===== config.mk =====
export PLATFORM = sky130hd
export DESIGN_NAME = ex_mem_skid_reg
export DESIGN_NICKNAME = d
export VERILOG_FILES = /design/src/rtl/ex_mem_skid_reg.sv
export SDC_FILE = /design/constraint.sdc
export NUM_CORES = 1
export LEC_CHECK = 0
export CORE_UTILIZATION = 55
export DETAILED_ROUTE_END_ITERATION = 12
export PLACE_DENSITY = 0.83
export REMOVE_ABC_BUFFERS = 1
export SLEW_MARGIN = 20
export SYNTH_ARGS = -nofsm -noshare
export SYNTH_HDL_FRONTEND = slang
export SYNTH_SLANG_ARGS = --single-unit

===== constraint.sdc =====
create_clock -name clk -period 23.4 [get_ports clk]
set_input_delay 2.34 -clock clk [delete_from_list [all_inputs] [get_ports clk]]
set_output_delay 2.34 -clock clk [all_outputs]
set_load 0.02 [all_outputs]

===== src/rtl/ex_mem_skid_reg.sv =====
// EX->MEM pipeline register with a one-entry skid buffer; optional perf counters under EX_MEM_PERF_CNT_EN.
// Latency: 1 cycle from ex_valid to me_valid; one transfer per cycle when me_ready is held high.
// Backpressure: a stalled main entry diverts one input into skid; ex_ready is a flop (!skid_valid).
module ex_mem_skid_reg #(
  parameter int DATA_W = 32,
  parameter int MAT_W  = 128,
  parameter int RD_W   = 5,
  parameter int CNT_W  = 16
) (
  input  logic              clk,
  input  logic              rst,
  input  logic              flush,
  input  logic              ex_valid,
  output logic              ex_ready,
  input  logic [DATA_W-1:0] ex_regs_data2,
  input  logic [DATA_W-1:0] ex_alu_o,
  input  logic [MAT_W-1:0]  ex_matrix_o,
  input  logic [RD_W-1:0]   ex_rd,
  input  logic [RD_W-1:0]   ex_rs2,
  input  logic              ex_mem_read,
  input  logic              ex_mem2reg,
  input  logic              ex_mem_write,
  input  logic [1:0]        ex_w_select,
  input  logic              ex_rs2_r_select,
  input  logic [2:0]        ex_func3_code,
  output logic              me_valid,
  input  logic              me_ready,
  output logic [DATA_W-1:0] me_regs_data2,
  output logic [DATA_W-1:0] me_alu_o,
  output logic [MAT_W-1:0]  me_matrix_o,
  output logic [RD_W-1:0]   me_rd,
  output logic [RD_W-1:0]   me_rs2,
  output logic              me_mem_read,
  output logic              me_mem2reg,
  output logic              me_mem_write,
  output logic [1:0]        me_w_select,
  output logic              me_rs2_r_select,
  output logic [2:0]        me_func3_code,
  output logic [RD_W-1:0]   me_fwd_rd,
  output logic [CNT_W-1:0]  stall_cnt,
  output logic [CNT_W-1:0]  flush_cnt
);

  localparam int PW = 2*DATA_W + MAT_W + 2*RD_W + 9;

  logic [PW-1:0] in_dat;
  logic [PW-1:0] m_dat;
  logic [PW-1:0] s_dat;
  logic          m_valid;
  logic          s_valid;
  logic          accept;
  logic          m_mem_read;
  logic          m_mem2reg;
  logic          m_mem_write;
  logic [1:0]    m_w_select;

  assign in_dat = {ex_regs_data2, ex_alu_o, ex_matrix_o, ex_rd, ex_rs2, ex_mem_read,
                   ex_mem2reg, ex_mem_write, ex_w_select, ex_rs2_r_select, ex_func3_code};
  assign accept = ex_valid && ex_ready;

  always_ff @(posedge clk or posedge rst) begin
    if (rst) begin
      m_valid  <= 1'b0;
      s_valid  <= 1'b0;
      ex_ready <= 1'b1;
      m_dat    <= '0;
      s_dat    <= '0;
    end else if (flush) begin
      m_valid  <= 1'b0;
      s_valid  <= 1'b0;
      ex_ready <= 1'b1;
    end else if (!m_valid || me_ready) begin
      // Main slot frees up this cycle: skid entry has priority (ex_ready is low while it is held).
      if (s_valid) begin
        m_dat    <= s_dat;
        m_valid  <= 1'b1;
        s_valid  <= 1'b0;
        ex_ready <= 1'b1;
      end else begin
        m_valid <= accept;
        if (accept) m_dat <= in_dat;
      end
    end else if (accept) begin
      s_dat    <= in_dat;
      s_valid  <= 1'b1;
      ex_ready <= 1'b0;
    end
  end

  assign {me_regs_data2, me_alu_o, me_matrix_o, me_rd, me_rs2, m_mem_read, m_mem2reg,
          m_mem_write, m_w_select, me_rs2_r_select, me_func3_code} = m_dat;

  assign me_valid     = m_valid;
  assign me_mem_read  = m_valid & m_mem_read;
  assign me_mem2reg   = m_valid & m_mem2reg;
  assign me_mem_write = m_valid & m_mem_write;
  assign me_w_select  = m_valid ? m_w_select : 2'b00;
  assign me_fwd_rd    = m_valid ? me_rd : '0;

`ifdef EX_MEM_PERF_CNT_EN
  // Saturating counters: stop at all-ones rather than wrap.
  always_ff @(posedge clk or posedge rst) begin
    if (rst) begin
      stall_cnt <= '0;
      flush_cnt <= '0;
    end else begin
      if (m_valid && !me_ready && (stall_cnt != '1)) stall_cnt <= stall_cnt + CNT_W'(1);
      if (flush && (m_valid || s_valid) && (flush_cnt != '1)) flush_cnt <= flush_cnt + CNT_W'(1);
    end
  end
`else
  assign stall_cnt = '0;
  assign flush_cnt = '0;
`endif

endmodule


==> impl_metrics.tcl <==
set metrics [dict create \
    outcome "finished clean" \
    p_per_area_nw_per_um2 92.0 \
    cp_slowest_stage_delay_ns 0.80 \
    ir_worst_vdd_mv 0.0752 \
    cts.sinks 425 \
    path_class "in -> async" \
    slowest_stage "buf_4" \
    yosysUniqueCellTypes 19 \
    viasPerCell 5.28 \
    cp-end-kind "async pin" \
    synth.most_common_cell "dfrtp_1" \
    r2r_slack_ns 20.11 \
    required_ns 23.98 \
    placed_cell_area_sq_um 23100 \
    switching_share_pct 27.2 \
    clk_path_buf_depth 3 \
    fin_crit_sh_pct 22.6 \
    drcViolationCount 0 \
    fin_tns_setup_ns 0 \
    worst_pin_slew_ns 1.00 \
    netlist_area_sq_um 20300 \
    clock_latency_ns 0.54 \
    fmax_ghz 0.189 \
    nFillCells 2443 \
    total_power_mw 2.26 \
    finalMaxSlewViolations 0 \
    p_comb_share_pct 24.0 \
    die_w_microns 194 \
    synth_top_cell_by_area "dfrtp_1" \
    hold_viol 0 \
    overflow 0 \
    fin_nets 1818 \
    critPathLaunch "rst" \
    leakagePower_nw 10.3 \
    multiInputGateArea_sq_um 7400 \
    synth_commonest_cells "dfrtp_1 (424), mux2_2 (420), buf_4 (251)" \
    cts_buffers 44 \
    drv_cap 0 \
    seq_power_share_pct 44.5 \
    cts_tree "built" \
    layout-drive-gt1-share_pct 30.9 \
    dr_total_vias 11085 \
    initial_core_util_pct 56.4 \
    dieArea_sq_um 37600 \
    cp_data_arrival_time_ns 5.86 \
    syn_inst 1389 \
    first_iter_violations 327 \
    antenna_found_initial 5 \
    yosysTopAreaCellShare_pct 52.4 \
    fin_crit_ns 5.28 \
    boundaryPins 466 \
    r2r_cells 5 \
    crit_end "s_dat[181]$_DFFE_PP0P_" \
    path_cells "clkdlybuf4s50_1 > inv_8 > buf_4 > buf_4 > buf_6" \
    grt_util_met2_pct 38.1 \
    h-tree-depth 2 \
    cts_hold_buf 0 \
    avgSynthCellArea_sq_um 14.6 \
    grt_setup_unrepaired "false" \
    dp_hpwl_microns 27800 \
    fp.dieH_microns 194 \
    clockPowerShare_pct 31.5 \
    post_cts_buffers 0 \
    synth_flop_cell "dfrtp_1" \
    routedWlPerCell_microns 20.1 \
    p_sw_mw 0.614 \
    fin_skew_ns 0.0157 \
    ys_warn_count 0 \
    synth-async-reset-ratio_pct 100 \
    synth-seq-cells 425 \
    ys_top_cells_by_area "dfrtp_1 (52%), mux2_2 (23%), mux2_1 (12%)" \
    first_pass_iters 4 \
    regArea_sq_um 10600 \
    grt_use_met1_pct 26.6 \
    clk_root_buffer_cell "clkbuf_16" \
    crit_fanout 134 \
    reg2reg_to "m_dat[202]$_DFFE_PP0P_" \
    core_sq_um 35900 \
    final_area_sq_um 24600 \
    finish.utilization_pct 68.4 \
    slew_headroom_pct 33.1 \
    r2r-start "me_valid$_DFFE_PP0P_" \
    numPortBuffers 433 \
    cts_repair_resize_count 0 \
    cp_common_cell "buf_4" \
    cp-start-kind "input port" \
    setup_viol 0 \
    clk_pin_slew_worst_paths_ns 0.06 \
    grt_pass1_wl_microns 67000 \
    synth_seq_area_share_pct 52.5 \
    grtUsageTotal_pct 22.5 \
    p_int_mw 1.65 \
    area_growth_pct 21.3 \
    top_usage_layer "met2" \
    place_congestion 0.761 \
    use_met3_pct 7.34 \
    antenna_left 0 \
    grt_max_degree 144 \
    synth_edf_count 0 \
    rows 69 \
    hp-class "reg -> reg" \
    grt_pass1_vias 12142 \
    wl_microns 42100 \
]
[sequential cells by signal, indices dropped and copies added, names as in the netlist]
name and flops:
m_dat 211, s_dat 211, ex_ready 1, me_valid 1, s_valid 1
[worst min path at each step]
stage                                 startpoint                      to  slack, ns  cells after the start
final                     s_dat[192]$_DFFE_PP0P_  s_dat[192]$_DFFE_PP0P_       0.48                      1
after floorplan             m_dat[4]$_DFFE_PP0P_    m_dat[4]$_DFFE_PP0P_       0.45                      1
after detailed placement    s_dat[0]$_DFFE_PP0P_    s_dat[0]$_DFFE_PP0P_       0.47                      1
after CTS                 s_dat[128]$_DFFE_PP0P_  s_dat[128]$_DFFE_PP0P_       0.48                      1
after global placement     s_dat[32]$_DFFE_PP0P_   s_dat[32]$_DFFE_PP0P_       0.46                      1
after global routing        s_dat[4]$_DFFE_PP0P_    s_dat[4]$_DFFE_PP0P_       0.49                      1
[metal layers]
layer	share of wire, %	vias to the layer above
met5	0	-
met4	3.4	0
met3	7.7	75
met2	50	351
met1	39	5645
li1	-	5014
[placed cells by master (no fill, tap or decap), types with 4 or more instances in the layout]
cell	Yosys	final
and2_1	10	10
clkdlybuf4s50_1	0	433
buf_4	251	7
clkbuf_16	0	45
dfrtp_1	424	423
conb_1	1	32
clkinv_2	0	6
clkbuf_8	0	11
mux2_1	213	213
diode_2	0	5
mux2_2	420	420
bufinv_16	0	4
clkbuf_1	4	11
[stage by stage]
| step | setup slack (ns) | cells | hold WS (ns) |
|---|---|---|---|
| 3_5_place_dp | 17.04 | 2017 | 0.470 |
| 2_1_floorplan | 9.23 | 1112 | 0.449 |
| 6_report | 18.12 | 2101 | 0.481 |
| 4_1_cts | 17.63 | 2096 | 0.484 |
| 3_3_place_gp | 17.10 | 2017 | 0.461 |
| 5_1_grt | 17.52 | 2101 | 0.494 |
[layout make-up]
type / instances / share of cell area (%)
repair buffers: 444 / 18.1
well taps: 461 / 2.35
diodes: 5 / 0.0509
flip-flops and latches: 425 / 43.3
inverters: 1 / 0.0458
clock inverters: 12 / 0.672
multi-input cells: 686 / 30.1
clock buffers: 67 / 5.37
[power groups by stage]
stage               Clock, mW  Combinational, mW  Sequential (mW)
global route            0.757              0.576             1.03
finish                  0.712              0.543             1.01
CTS                     0.727              0.549             1.01
detailed placement          0              0.546             1.02
floorplan                   0              0.207             1.09
global placement            0              0.530             1.00
[worst max-delay path: cells and delay by family]
family                 cells  cell delay (ns)
buffers and inverters      5             3.36
[kinds of logic (layout without fill, tap and decap cells)]
| family | after synthesis | count (layout) | share of synthesized area (%) |
|---|---|---|---|
| simple gates | 18 | 18 | 0.574 |
| mux | 633 | 633 | 35.2 |
| other cells | 1 | 37 | 0.0185 |
| flops | 425 | 425 | 52.5 |
| buf+inv | 309 | 524 | 11.6 |
| compound gates | 3 | 3 | 0.0988 |
No activity file was read; power rests on OpenSTA's default activity.
